[src/rtl/proc_mem_arbiter_if.sv]
// Bus bundle between the processor, an external host and a single-port
// synchronous memory, with the arbiter in the middle.
//   Run_in/Run_out  : external run request / run enable to the processor
//   P_*             : processor address, write data, write strobe, idle flag, read data
//   H_*             : host level request, direction, address, data, grant, read-valid
//   M_*             : memory address, write data, write enable, read data (1-cycle latency)
// Modport slave is the arbiter's view; master is the surrounding system's view.
interface proc_mem_arbiter_if;
    logic        Run_in;
    logic        Run_out;
    logic        P_Idle;
    logic [15:0] P_ADDR;
    logic [15:0] P_DOUT;
    logic        P_W;
    logic [15:0] P_DIN;
    logic        H_Req;
    logic        H_W;
    logic [15:0] H_ADDR;
    logic [15:0] H_WDATA;
    logic        H_Gnt;
    logic        H_Valid;
    logic [15:0] H_RDATA;
    logic [15:0] M_ADDR;
    logic [15:0] M_WDATA;
    logic        M_W;
    logic [15:0] M_RDATA;

    modport slave (
        input  Run_in, P_Idle, P_ADDR, P_DOUT, P_W,
        input  H_Req, H_W, H_ADDR, H_WDATA, M_RDATA,
        output Run_out, P_DIN, H_Gnt, H_Valid, H_RDATA,
        output M_ADDR, M_WDATA, M_W
    );

    modport master (
        output Run_in, P_Idle, P_ADDR, P_DOUT, P_W,
        output H_Req, H_W, H_ADDR, H_WDATA, M_RDATA,
        input  Run_out, P_DIN, H_Gnt, H_Valid, H_RDATA,
        input  M_ADDR, M_WDATA, M_W
    );
endinterface

[src/rtl/proc_mem_arbiter.sv]
// Shares one synchronous memory between a processor and an external host.
// The processor owns the memory by default (PROC). A host request stops the
// processor (DRAIN) until it reaches its fetch step with no store pending,
// then the host gets up to MAX_BURST single-cycle accesses (HOST).
// After a burst-limited exit a hold-off flag keeps the host out until the
// processor has made progress (P_Idle low) or the run request is removed.
//   Clock  : rising-edge clock
//   Resetn : synchronous, active-low reset
//   bus    : processor / host / memory signals (proc_mem_arbiter_if.slave)
module proc_mem_arbiter #(
    parameter int unsigned MAX_BURST = 8
) (
    input  logic                  Clock,
    input  logic                  Resetn,
    proc_mem_arbiter_if.slave     bus
);
    localparam int unsigned CNT_W = $clog2(MAX_BURST + 1);

    typedef enum logic [1:0] {
        PROC  = 2'd0,
        DRAIN = 2'd1,
        HOST  = 2'd2
    } state_t;

    state_t             r_state;
    state_t             w_state_nxt;
    logic [CNT_W-1:0]   r_count;
    logic               r_holdoff;
    logic               r_h_valid;
    logic               w_gnt;
    logic               w_burst_done;
    logic               w_holdoff_clr;

    // Host is granted only while it owns the memory
    assign w_gnt         = (r_state == HOST) && bus.H_Req;
    // This grant is the last one allowed in the current burst
    assign w_burst_done  = w_gnt && (r_count == CNT_W'(MAX_BURST - 1));
    assign w_holdoff_clr = (r_state == PROC) && (!bus.P_Idle || !bus.Run_in);

    // Next-state selection
    always_comb begin
        w_state_nxt = r_state;
        case (r_state)
            PROC: begin
                if (bus.H_Req && !r_holdoff)
                    w_state_nxt = DRAIN;
            end
            DRAIN: begin
                if (!bus.H_Req)
                    w_state_nxt = PROC;
                else if (bus.P_Idle && !bus.P_W)
                    w_state_nxt = HOST;
            end
            HOST: begin
                if (!bus.H_Req || w_burst_done)
                    w_state_nxt = PROC;
            end
            default: w_state_nxt = PROC;
        endcase
    end

    // State, burst counter, hold-off flag and host read-valid
    always_ff @(posedge Clock) begin
        if (!Resetn) begin
            r_state   <= PROC;
            r_count   <= '0;
            r_holdoff <= 1'b0;
            r_h_valid <= 1'b0;
        end else begin
            r_state   <= w_state_nxt;
            r_h_valid <= w_gnt && !bus.H_W;

            if (r_state != HOST)
                r_count <= '0;
            else if (w_gnt)
                r_count <= r_count + CNT_W'(1);

            if (w_burst_done)
                r_holdoff <= 1'b1;
            else if (w_holdoff_clr)
                r_holdoff <= 1'b0;
        end
    end

    // Memory port follows the current owner; read data goes to both sides
    assign bus.M_ADDR  = (r_state == HOST) ? bus.H_ADDR  : bus.P_ADDR;
    assign bus.M_WDATA = (r_state == HOST) ? bus.H_WDATA : bus.P_DOUT;
    assign bus.M_W     = (r_state == HOST) ? (w_gnt && bus.H_W) : bus.P_W;
    assign bus.P_DIN   = bus.M_RDATA;
    assign bus.H_RDATA = bus.M_RDATA;
    assign bus.Run_out = (r_state == PROC) && bus.Run_in;
    assign bus.H_Gnt   = w_gnt;
    assign bus.H_Valid = r_h_valid;
endmodule

[src/flat_wrapper.sv]
// flat-port wrapper written by rule: the top's interface ports become plain ports
module proc_mem_arbiter_flat 
#(
    parameter int unsigned MAX_BURST = 8
)
  (Clock, Resetn, bus_Run_in, bus_P_Idle, bus_P_ADDR, bus_P_DOUT, bus_P_W, bus_H_Req, bus_H_W, bus_H_ADDR, bus_H_WDATA, bus_M_RDATA, bus_Run_out, bus_P_DIN, bus_H_Gnt, bus_H_Valid, bus_H_RDATA, bus_M_ADDR, bus_M_WDATA, bus_M_W);
  proc_mem_arbiter_if bus_i ();
  input  logic Clock;
  input  logic Resetn;
  input wire logic [$bits(bus_i.Run_in)-1:0] bus_Run_in;
  input wire logic [$bits(bus_i.P_Idle)-1:0] bus_P_Idle;
  input wire logic [$bits(bus_i.P_ADDR)-1:0] bus_P_ADDR;
  input wire logic [$bits(bus_i.P_DOUT)-1:0] bus_P_DOUT;
  input wire logic [$bits(bus_i.P_W)-1:0] bus_P_W;
  input wire logic [$bits(bus_i.H_Req)-1:0] bus_H_Req;
  input wire logic [$bits(bus_i.H_W)-1:0] bus_H_W;
  input wire logic [$bits(bus_i.H_ADDR)-1:0] bus_H_ADDR;
  input wire logic [$bits(bus_i.H_WDATA)-1:0] bus_H_WDATA;
  input wire logic [$bits(bus_i.M_RDATA)-1:0] bus_M_RDATA;
  output wire logic [$bits(bus_i.Run_out)-1:0] bus_Run_out;
  output wire logic [$bits(bus_i.P_DIN)-1:0] bus_P_DIN;
  output wire logic [$bits(bus_i.H_Gnt)-1:0] bus_H_Gnt;
  output wire logic [$bits(bus_i.H_Valid)-1:0] bus_H_Valid;
  output wire logic [$bits(bus_i.H_RDATA)-1:0] bus_H_RDATA;
  output wire logic [$bits(bus_i.M_ADDR)-1:0] bus_M_ADDR;
  output wire logic [$bits(bus_i.M_WDATA)-1:0] bus_M_WDATA;
  output wire logic [$bits(bus_i.M_W)-1:0] bus_M_W;
  assign bus_i.Run_in = bus_Run_in;
  assign bus_i.P_Idle = bus_P_Idle;
  assign bus_i.P_ADDR = bus_P_ADDR;
  assign bus_i.P_DOUT = bus_P_DOUT;
  assign bus_i.P_W = bus_P_W;
  assign bus_i.H_Req = bus_H_Req;
  assign bus_i.H_W = bus_H_W;
  assign bus_i.H_ADDR = bus_H_ADDR;
  assign bus_i.H_WDATA = bus_H_WDATA;
  assign bus_i.M_RDATA = bus_M_RDATA;
  assign bus_Run_out = bus_i.Run_out;
  assign bus_P_DIN = bus_i.P_DIN;
  assign bus_H_Gnt = bus_i.H_Gnt;
  assign bus_H_Valid = bus_i.H_Valid;
  assign bus_H_RDATA = bus_i.H_RDATA;
  assign bus_M_ADDR = bus_i.M_ADDR;
  assign bus_M_WDATA = bus_i.M_WDATA;
  assign bus_M_W = bus_i.M_W;
  proc_mem_arbiter #(.MAX_BURST(MAX_BURST)) u_core (.Clock(Clock), .Resetn(Resetn), .bus(bus_i));
endmodule
[config.mk]
export PLATFORM = sky130hd
export DESIGN_NAME = proc_mem_arbiter_flat
export DESIGN_NICKNAME = d
export VERILOG_FILES = /design/src/rtl/proc_mem_arbiter_if.sv /design/src/rtl/proc_mem_arbiter.sv /design/src/flat_wrapper.sv
export SDC_FILE = /design/constraint.sdc
export NUM_CORES = 1
export LEC_CHECK = 0
export CAP_MARGIN = 10
export CORE_AREA = 2 2 76 78
export DETAILED_ROUTE_END_ITERATION = 8
export DIE_AREA = 0 0 78 80
export PLACE_DENSITY = 0.81
export SETUP_SLACK_MARGIN = 0.5
export SLEW_MARGIN = 5
export SYNTH_ARGS = -nofsm -noshare
export SYNTH_HDL_FRONTEND = slang
export SYNTH_SLANG_ARGS = --single-unit
[constraint.sdc]
create_clock -name Clock -period 1.55 [get_ports Clock]
set_input_delay 0.3875 -clock Clock [delete_from_list [all_inputs] [get_ports Clock]]
set_output_delay 0.3875 -clock Clock [all_outputs]
set_load 0.01 [all_outputs]
==> results of run 1 <==
==> critical path, delay by kind of cell, from the launching register on <==
family	cells	cell delay, ns
flops	1	0.31
mux	1	0.30
simple gates	1	0.19
buf+inv	3	0.40
==> logic make-up (layout without fill, tap and decap cells) <==
logic type | after synthesis | count (layout) | synth area share (%)
buffers and inverters | 42 | 136 | 28.6
multiplexers | 35 | 35 | 41.4
AND/OR/NAND/NOR | 19 | 19 | 11.1
flip-flops | 8 | 8 | 13.3
AO/OA/AOI/OAI | 6 | 6 | 3.84
adder cells (fa/ha/maj) | 1 | 1 | 1.04
XOR/XNOR | 1 | 1 | 0.727
==> repair_timing <==
action / CTS / global route
gates resized for setup: 197 / 13
gates cloned: 4 / 0
buffers inserted: 6 / 6
hold buffers: 0 / 0
endpoints found under the setup margin: 44 / 39
pin swaps: 2 / 5
==> state kept, by name, indices dropped and copies added, names as in the netlist <==
register,flops
u_core.r_state,2
u_core.r_count,4
u_core.bus.H_Valid,1
u_core.r_holdoff,1
==> metrics by stage <==
step                      setup TNS, ns  total power, mW  cell area, um2  hold WS (ns)  std cells
after floorplan                       0            0.436            1220         0.426        112
after global placement           -13.10            0.634            2110         0.442        259
after detailed placement         -13.44            0.640            2110         0.449        259
after CTS                         -8.68            0.925            2390         0.449        272
after global routing              -9.53            0.980            2490         0.458        278
final                             -8.46            0.939            2490         0.447        278
==> per-layer routing <==
metal	track usage (%)	wire length (um)	vias to the layer above	share of wire [%]
li1	-	-	554	-
met1	11.1	1280	526	34
met2	20.0	2040	75	54
met3	3.73	353	7	9.4
met4	4.21	74	0	2.0
met5	0	0	-	0
==> worst max path at each step <==
| stage | start | to | slack [ns] | cells past startpoint |
|---|---|---|---|---|
| 3_3_place_gp | bus_H_Req | bus_M_W | -0.50 | 4 |
| 6_report | u_core.r_state[0]$_SDFFE_PN0P_ | bus_M_ADDR[11] | -0.27 | 5 |
| 5_1_grt | u_core.r_state[0]$_SDFFE_PN0P_ | bus_M_WDATA[7] | -0.30 | 5 |
| 3_5_place_dp | bus_P_W | bus_M_W | -0.50 | 4 |
| 4_1_cts | u_core.r_state[0]$_SDFFE_PN0P_ | bus_M_ADDR[11] | -0.28 | 5 |
| 2_1_floorplan | u_core.r_state[0]$_SDFFE_PN0P_ | bus_M_ADDR[11] | 0.05 | 5 |
==> layout by cell type, fill, tap and decap left out <==
master and instances:
nand4bb_1 1, ha_1 1, dfxtp_2 3, nor2_1 3
inv_1 2, and3_4 1, inv_2 1, buf_16 4
nand3b_1 3, a21bo_2 1, a211oi_1 1, nand4_1 1
a2111oi_2 1, xnor2_1 1, buf_6 44, o32ai_2 1
mux2i_1 3, o22ai_1 1, a21oi_1 1, buf_2 2
buf_4 5, dlygate4sd2_1 5, nor3b_2 1, clkbuf_8 3
buf_12 5, nand2_1 3, and3b_1 2, clkdlybuf4s50_1 65
nand4b_1 3, dfxtp_1 5, nand2b_4 1, mux2_4 32
==> area by class of cell <==
| class | instances | share of cell area, % |
|---|---|---|
| Timing Repair Buffer | 130 | 58.1 |
| Multi-Input combinational cell | 62 | 29.5 |
| Sequential cell | 8 | 6.58 |
| Tap cell | 72 | 3.62 |
| Clock buffer | 3 | 1.66 |
| Inverter | 3 | 0.452 |
==> power by group <==
group,internal (mW),leakage [nW],switching (mW)
combinational,0.345,1.10,0.126
clock,0.169,0.0216,0.0887
sequential,0.209,0.0660,0.00130
==> results.md, run 1 <==
* Via count at 1,162
* # setup viols final at 33
* Pre-CTS WS at -0.502 ns
* WL/cell at between 10 and 15 um
* Critical Path Source Type: flip-flop
* Avg Vias per Cell at between 4 and 5
* Final nets at about 300
* Most frequent cell after synthesis: buf_4
* Number of max-cap violations at 0
* Crit path DAT at about 1.4 ns
* Post-DP HPWL at about 2.9 mm
* Commonest register cell after synthesis: dfxtp_1
* Most frequent cells after synthesis: 32 x buf_4, 29 x mux2_4, 8 x dfxtp_1
* First-pass GRT wire length at about 5.4 mm
* Top cells by area, synth: mux2_4 36%, buf_4 20%, dfxtp_1 13%, buf_12 5.0%, mux2_2 2.8%
* Initial antenna violation count at 0
* Hold EP: u_core.r_state[0]$_SDFFE_PN0P_
* Ports at around 160
* Failing checks: setup timing
* Worst skew pair latency at roughly 0.23 ns
* Syn nets at 200
* WHS Path Cells at 1
* Register area at 164 um2
* Leak pwr at ~1.2 nW
* Most frequent CP cell: buf_12
* R2R setup slack at between 0.2 and 0.25 ns
* CTS tree: built
* Biggest area consumer among synthesized cells: mux2_4
* PwrDens at 377 nW/um2
* DR iter-0 viols at 8
* Port-buffer cells at around 110
* Status: finished with violations
* Fin util at a little under half
* Congestion Overflow GR at 0
* Pin count of the biggest net entering global routing at 10
* Layout cells sized above 1 at 51.0%
* Crit Path Class: reg2out
* Clk root buf: clkbuf_8
* Die ar. at about 6200 um2
* Die H at around 80 um
* Slowest stage cell, crit path: dfxtp_2
* Worst hold path class: reg2reg
* Num CTS Buffers at 3
* Drt pass-1 iters at 4
* Clock sinks at 8
* Chip Width at about 78 um
* RSZ-0062 raised after global routing: true
* Cell variety after synth at 27
* Post-Syn Instances at around 110
* # diodes at 0
* Row cnt at 27
* GPL Wtd Cong at between 0.7 and 0.8
* Post-synth EDFFs at 0
* Yosys reg bits at 8
* CP max FO at 5
* Critical-path cell list: nand2b_4, buf_12, buf_12, mux2_4, buf_6
* Worst Reg-to-Reg Cells at 6
* Req. time, crit path at around 1.2 ns
* Worst-margin pin slew at approximately 0.25 ns
* Max incr delay on CP at approximately 0.31 ns
* # DRC at 0
* Area taken by multi-input logic gates at 736 um2
* Worst-case clock buffer depth at 2
* Syn. warnings at 0
* Final WL at ~3.8 mm
* Vias in the first global route at approximately 1,200
* Mapped cell area at approximately 1200 um2
* Initial core utilization at 22.3%
* Sequential element share of the synthesized area at 13.3%
* Slew Viols, Final at 0
* Final ANT Viol Nets at 0
* Clk slew on worst S/H paths at 0.04 ns
* FILL cells at between 500 and 600
* Fin worst setup slack at -0.269 ns
* H-tree depth at 1
* Crit. End Element: output pin
* Worst r2r src: u_core.r_state[0]$_SDFFE_PN0P_
* Origin of the worst min-delay path: u_core.r_holdoff$_SDFFE_PN0P_
* Async SR Flop Fraction at 0%
* Fin. Hold Viols at 0
* VDD IR max at 0.379 mV
* Avg Inst Size Synth at 10.8 um2
* Worst slew margin at a little over four fifths
* Total GRT Usage at 10.8%
* Final period util at 117%
* Worst Skew at about 0.0022 ns
* Fin crit period at between 1.5 and 2 ns
* Fmax at roughly 550 MHz
* Top cell type's share of synthesized area at a little over a third
* Area Growth Syn to Fin at 107%
* Worst R2R End: u_core.r_holdoff$_SDFFE_PN0P_
* Core box area at between 5000 and 6000 um2
No activity file was read; power rests on OpenSTA's default activity.
==> run 2, diff against run 1 <==
--- a/config.mk
+++ b/config.mk
@@ -6,10 +6,13 @@
 export NUM_CORES = 1
 export LEC_CHECK = 0
 export CAP_MARGIN = 10
-export CORE_AREA = 2 2 76 78
+export CELL_PAD_IN_SITES_DETAIL_PLACEMENT = 1
+export CELL_PAD_IN_SITES_GLOBAL_PLACEMENT = 1
+export CORE_AREA = 2 2 93 95
+export CTS_BUF_LIST = sky130_fd_sc_hd__clkbuf_8
 export DETAILED_ROUTE_END_ITERATION = 8
-export DIE_AREA = 0 0 78 80
-export PLACE_DENSITY = 0.81
+export DIE_AREA = 0 0 95 97
+export PLACE_DENSITY = 0.83
 export SETUP_SLACK_MARGIN = 0.5
 export SLEW_MARGIN = 5
 export SYNTH_ARGS = -nofsm -noshare
==> results.md, run 2 (synthesized netlist as in run 1, its figures left out) <==
* Final WL at 4.25 mm (+13%)
* Fin crit period at 1.83 ns (+0.00802 ns)
* Post-DP HPWL at 3.35 mm (+17%)
* Placed Cells at 295 (+14%)
* Total GRT Usage at 8.23% (-2.6 points)
* Pin count of the biggest net entering global routing at 10 (unchanged)
* Fin util at 30.9% (-15 points)
* Most common cell after layout, fill and taps aside: clkdlybuf4s50_1
* Fin. Hold Viols at 0 (unchanged)
* Biggest regs: u_core.r_count: 4 flops, u_core.r_state: 2 flops
* Number of max-cap violations at 0 (unchanged)
* H-tree depth at 1 (unchanged)
* Die H at 97 um (+21%)
* PwrDens at 370 nW/um2 (-2.0%)
* Slew Viols, Final at 0 (unchanged)
* Worst-margin pin slew at 0.230 ns (-0.0201 ns)
* Worst hold path class: reg2reg
* Clk root buf: clkbuf_8
* Critical path buffer and inverter count at 3 (unchanged)
* Leak pwr at 1.18 nW (-0.87%)
* Slowest stage cell, crit path: dfxtp_2
* Most frequent cells in the layout: 65 x clkdlybuf4s50_1, 44 x buf_6, 32 x mux2_4, 15 x buf_4
* RSZ-0062 raised after global routing: true
* Final period util at 118% (+0.52 points)
* # setup viols final at 33 (unchanged)
* Ports at 155 (unchanged)
* Finished Cell Area at 2510 um2 (+1.0%)
* Port-buffer cells at 106 (unchanged)
* Finished Layout Cells at 317 (+14%)
* Crit. End Element: output pin
* CP max FO at 7 (+2)
* Crit path DAT at 1.44 ns (about the same)
* Crit Path Class: reg2out
* Fmax at 547 MHz (-0.44%)
* Max FFs per register at 4 (unchanged)
* Max incr delay on CP at 0.31 ns (about the same)
* Avg Vias per Cell at 3.78 (-9.6%)
* Biggest register: u_core.r_count
* Num CTS Buffers at 3 (unchanged)
* Cell area after placement at 2180 um2 (+3.0%)
* Area Growth Syn to Fin at 109%
* VDD IR max at 0.277 mV (-27%)
* GPL Wtd Cong at 0.765 (-3.3%)
* Setup TNS at -7.36 ns (+1.11 ns)
* Via count at 1,198 (+3.1%)
* FILL cells at 925 (+79%)
* CTS tree: built
* Final ANT Viol Nets at 0 (unchanged)
* Layout cells sized above 1 at 52.8% (+1.9 points)
* Initial antenna violation count at 0 (unchanged)
* Req. time, crit path at 1.16 ns (about the same)
* DR iter-0 viols at 15 (+7)
* Status: finished with violations
* Clock sinks at 8 (unchanged)
* Vias in the first global route at 1,220 (+4.5%)
* # DRC at 0 (unchanged)
* Worst Skew at 0.00312 ns (+0.000915 ns)
* Row cnt at 33 (+22%)
* Core box area at 8130 um2 (+50%)
* First-pass GRT wire length at 5.98 mm (+12%)
* Die ar. at 9220 um2 (+48%)
* Initial core utilization at 14.8% (-7.5 points)
* Clk slew on worst S/H paths at 0.04 ns (about the same)
* Critical Path Source Type: flip-flop
* Worst skew pair latency at 0.23 ns (about the same)
* Chip Width at 95 um (+22%)
* # diodes at 0 (unchanged)
* Fin worst setup slack at -0.277 ns (-0.00802 ns)
* Congestion Overflow GR at 0 (unchanged)
* Failing checks: setup timing
* Drt pass-1 iters at 4 (unchanged)
* Final nets at 302 (+2.0%)
* Worst slew margin at 84.7% (+1.4 points)
* Family with the most delay on the worst path: buffers and inverters
* Worst-case clock buffer depth at 2 (unchanged)
* Critical-path cell list: nand2b_4, buf_16, buf_8, mux2_4, buf_6
* WL/cell at 13.4 um (-0.54%)
[run 2: cell types whose count changed in the layout (fill, tap and decap cells not counted), sizes merged]
| cell | before | now |
|---|---|---|
| buf | 60 | 66 |
[run 2: what timing repair did]
item | in CTS | in global routing
hold buffers | 0 | 0
pin swaps | 0 | 6
endpoints found under the setup margin | 44 | 39
gates cloned | 1 | 0
setup buffers | 11 | 7
resized for setup | 206 | 9
[run 2: worst paths after layout]
kind / endpoint / start / depth (start not counted) / slack (ns)
max: bus_M_WDATA[15] / u_core.r_state[0]$_SDFFE_PN0P_ / 5 / -0.28
min: u_core.r_state[0]$_SDFFE_PN0P_ / u_core.r_holdoff$_SDFFE_PN0P_ / 1 / 0.49
max reg2reg: u_core.r_state[0]$_SDFFE_PN0P_ / u_core.r_state[0]$_SDFFE_PN0P_ / 6 / 0.37
min reg2reg: u_core.r_state[0]$_SDFFE_PN0P_ / u_core.r_holdoff$_SDFFE_PN0P_ / 1 / 0.49
[run 2: layer usage]
metal  GRT usage (%)  share of wire (%)
met1            8.32                 34
met2            15.5                 52
met3            2.73                 13
met4            2.56                1.3
met5               0                  0
[run 2: final cells by class]
type / count / area, um2 / area share [%]
clock buffer: 3 / 41.3 / 1.64
inverter: 3 / 13.8 / 0.547
multi-input combinational: 62 / 752 / 29.9
sequential: 8 / 166 / 6.62
tap: 105 / 131 / 5.22
timing repair buffer: 136 / 1410 / 56.1
[run 2: power breakdown]
group	leakage [nW]	switching, mW	internal [mW]
clock network	0.0216	0.0805	0.168
registers	0.0663	0.00130	0.208
logic	1.09	0.130	0.343
[run 2: worst register-to-register path, cell delays in order (launching register included)]
cell	delay [ns]
dfxtp_2	0.32
buf_4	0.10
buf_6	0.12
inv_4	0.04
buf_4	0.11
buf_4	0.13
a2111oi_4	0.27
[run 2: metrics by stage]
stage	hold WS [ns]	total power, mW	setup WS, ns
final	0.493	0.930	-0.277
after floorplan	0.426	0.436	0.0482
after detailed placement	0.456	0.650	-0.509
after global routing	0.514	0.982	-0.326
after CTS	0.450	0.926	-0.295
after global placement	0.442	0.642	-0.484
==> run 3, diff against run 2 <==
--- a/config.mk
+++ b/config.mk
@@ -8,10 +8,10 @@
 export CAP_MARGIN = 10
 export CELL_PAD_IN_SITES_DETAIL_PLACEMENT = 1
 export CELL_PAD_IN_SITES_GLOBAL_PLACEMENT = 1
-export CORE_AREA = 2 2 93 95
+export CORE_AREA = 10 10 101 103
 export CTS_BUF_LIST = sky130_fd_sc_hd__clkbuf_8
 export DETAILED_ROUTE_END_ITERATION = 8
-export DIE_AREA = 0 0 95 97
+export DIE_AREA = 0 0 111 113
 export PLACE_DENSITY = 0.83
 export SETUP_SLACK_MARGIN = 0.5
 export SLEW_MARGIN = 5
==> results.md, run 3 (synthesized netlist as in run 1, its figures left out) <==
* Status: finished with violations
* Failing checks: setup timing
* Metal-1 WL at 2.32 mm (+60%)
* R2R setup slack at 0.45 ns (+0.08 ns)
* Via count at 1,178 (-1.7%)
* CTS tree: built
* Setup TNS at -6.92 ns (+0.440 ns)
* Clk slew on worst S/H paths at 0.04 ns (about the same)
* WHS Path Cells at 1 (unchanged)
* Leak pwr at 1.12 nW (-5.0%)
* Avg Vias per Cell at 3.84 (+1.5%)
* Top Layer Used: met4
* Worst hold path class: reg2reg
* Fin worst setup slack at -0.280 ns (-0.00242 ns)
* Clk root buf: clkbuf_8
* Worst slew margin at 84.2% (-0.45 points)
* Most common cell after layout, fill and taps aside: clkdlybuf4s50_1
* Initial core utilization at 14.8% (unchanged)
* Area Growth Syn to Fin at 101%
* Worst R2R End: u_core.r_state[0]$_SDFFE_PN0P_
* Die H at 113 um (+16%)
* Final nets at 292 (-3.3%)
* # setup viols final at 33 (unchanged)
* Met2 WL post-DR at 2.38 mm (+8.5%)
* # DRC at 0 (unchanged)
* Flop pwr share at 23.0% (+0.5 points)
* Clock sinks at 8 (unchanged)
* Biggest register: u_core.r_count
* CP max FO at 5 (-2)
* Fin util at 29.8% (-1.1 points)
* Post-CTS Hold Buffers at 0 (unchanged)
* Hold EP: u_core.r_state[0]$_SDFFE_PN0P_
* Worst-margin pin slew at 0.237 ns (+0.00680 ns)
* Worst Skew at 0.00251 ns (-0.000614 ns)
* Fin. Hold Viols at 0 (unchanged)
* Initial antenna violation count at 0 (unchanged)
* Row cnt at 33 (unchanged)
* Final WL at 5.34 mm (+25%)
* Crit Path Class: reg2out
* Vias in the first global route at 1,284 (+5.2%)
* # diodes at 0 (unchanged)
* Die ar. at 12,500 um2 (+36%)
* Worst skew pair latency at 0.22 ns (about the same)
* Power share of the combinational group at 50.8% (about the same)
* Origin of the worst min-delay path: u_core.r_holdoff$_SDFFE_PN0P_
* Drt pass-1 iters at 4 (unchanged)
* Layout cells sized above 1 at 51.0% (-1.8 points)
* Most frequent cells in the layout: 65 x clkdlybuf4s50_1, 45 x buf_6, 32 x mux2_4
* Port-buffer cells at 106 (unchanged)
* Finished Cell Area at 2430 um2 (-3.5%)
* Ports at 155 (unchanged)
* Fin Hold WS at 0.501 ns (+0.00843 ns)
* Crit. End Element: output pin
* Clock power frac at 26.2% (-0.5 points)
* Worst-case clock buffer depth at 2 (unchanged)
* H-tree depth at 1 (unchanged)
* Req. time, crit path at 1.16 ns (about the same)
* PwrDens at 375 nW/um2 (+1.5%)
* Crit path DAT at 1.44 ns (about the same)
* Number of max-cap violations at 0 (unchanged)
* WL/cell at 17.4 um (+30%)
* Max FFs per register at 4 (unchanged)
* Fmax at 547 MHz (-0.13%)
* Final period util at 118% (+0.16 points)
* Final ANT Viol Nets at 0 (unchanged)
* VDD IR max at 0.193 mV (-31%)
* Pint at 0.706 mW (-1.7%)
* Pin count of the biggest net entering global routing at 10 (unchanged)
* Post-DP HPWL at 4.50 mm (+34%)
* DR iter-0 viols at 18 (+3)
* Worst r2r src: u_core.r_state[0]$_SDFFE_PN0P_
* Core box area at 8130 um2 (unchanged)
* Worst Reg-to-Reg Cells at 3 (-3)
* Met3 WL at 562 um (+1.3%)
* Net Sw Power at 0.205 mW (-3.0%)
* RSZ-0062 raised after global routing: true
* GPL Wtd Cong at 0.839 (+9.8%)
* Cell area after placement at 2190 um2 (+0.46%)
* Critical Path Source Type: flip-flop
* Slew Viols, Final at 0 (unchanged)
* Fin crit period at 1.83 ns (+0.00242 ns)
* Chip Width at 111 um (+17%)
* Biggest regs: u_core.r_count: 4 flops, u_core.r_state: 2 flops
* Num CTS Buffers at 3 (unchanged)
* Total GRT Usage at 7.78% (-0.45 points)
* Sw Share at 22.5% (-0.23 points)
* Congestion Overflow GR at 0 (unchanged)
* First-pass GRT wire length at 7.96 mm (+33%)
-- run 3: area by class of cell --
cell class	instances	area, um2
inverter	3	13.8
timing repair buffer	125	1310
multi-input combinational	63	763
clock buffer	3	41.3
fill	915	5710
tap	105	131
sequential	8	169
-- run 3: power by group through the flow --
stage                     combinational, mW  sequential [mW]  clock (mW)
after floorplan                       0.223            0.213           0
after global placement                0.433            0.213           0
after detailed placement              0.441            0.213           0
after CTS                             0.466            0.211       0.246
after global routing                  0.491            0.210       0.258
final                                 0.463            0.209       0.239
-- run 3: layer usage --
metal | track usage [%] | vias to the layer above
met4 | 1.30 | 0
li1 | - | 541
met3 | 3.54 | 6
met2 | 12.6 | 89
met5 | 0 | -
met1 | 9.36 | 542
-- run 3: worst max path at each step --
stage / start / end / slack (ns) / cells past startpoint
after CTS: u_core.r_state[0]$_SDFFE_PN0P_ / bus_M_ADDR[8] / -0.30 / 5
after global routing: u_core.r_state[0]$_SDFFE_PN0P_ / bus_M_ADDR[4] / -0.34 / 5
final: u_core.r_state[0]$_SDFFE_PN0P_ / bus_M_WDATA[4] / -0.28 / 5
after global placement: bus_H_Req / bus_H_Gnt / -0.48 / 3
after detailed placement: bus_H_Req / bus_H_Gnt / -0.48 / 3
after floorplan: u_core.r_state[0]$_SDFFE_PN0P_ / bus_M_ADDR[11] / 0.05 / 5
-- run 3: repair_timing --
item	4_1_cts	5_1_grt
setup endpoints to repair	44	40
buffers inserted	4	1
pin swaps	2	1
resized for setup	209	11
gates cloned	1	0
-- run 3: worst max-delay path, cell delays in order (launching register included) --
cell	delay (ns)
dfxtp_4	0.34
nand2b_4	0.19
buf_6	0.13
buf_6	0.12
mux2_4	0.30
buf_6	0.12
-- run 3: through the flow --
step,setup WS [ns],power [mW],instances
2_1_floorplan,0.0482,0.436,112
3_3_place_gp,-0.483,0.646,298
3_5_place_dp,-0.483,0.654,298
4_1_cts,-0.299,0.923,306
5_1_grt,-0.336,0.959,307
6_report,-0.280,0.911,307
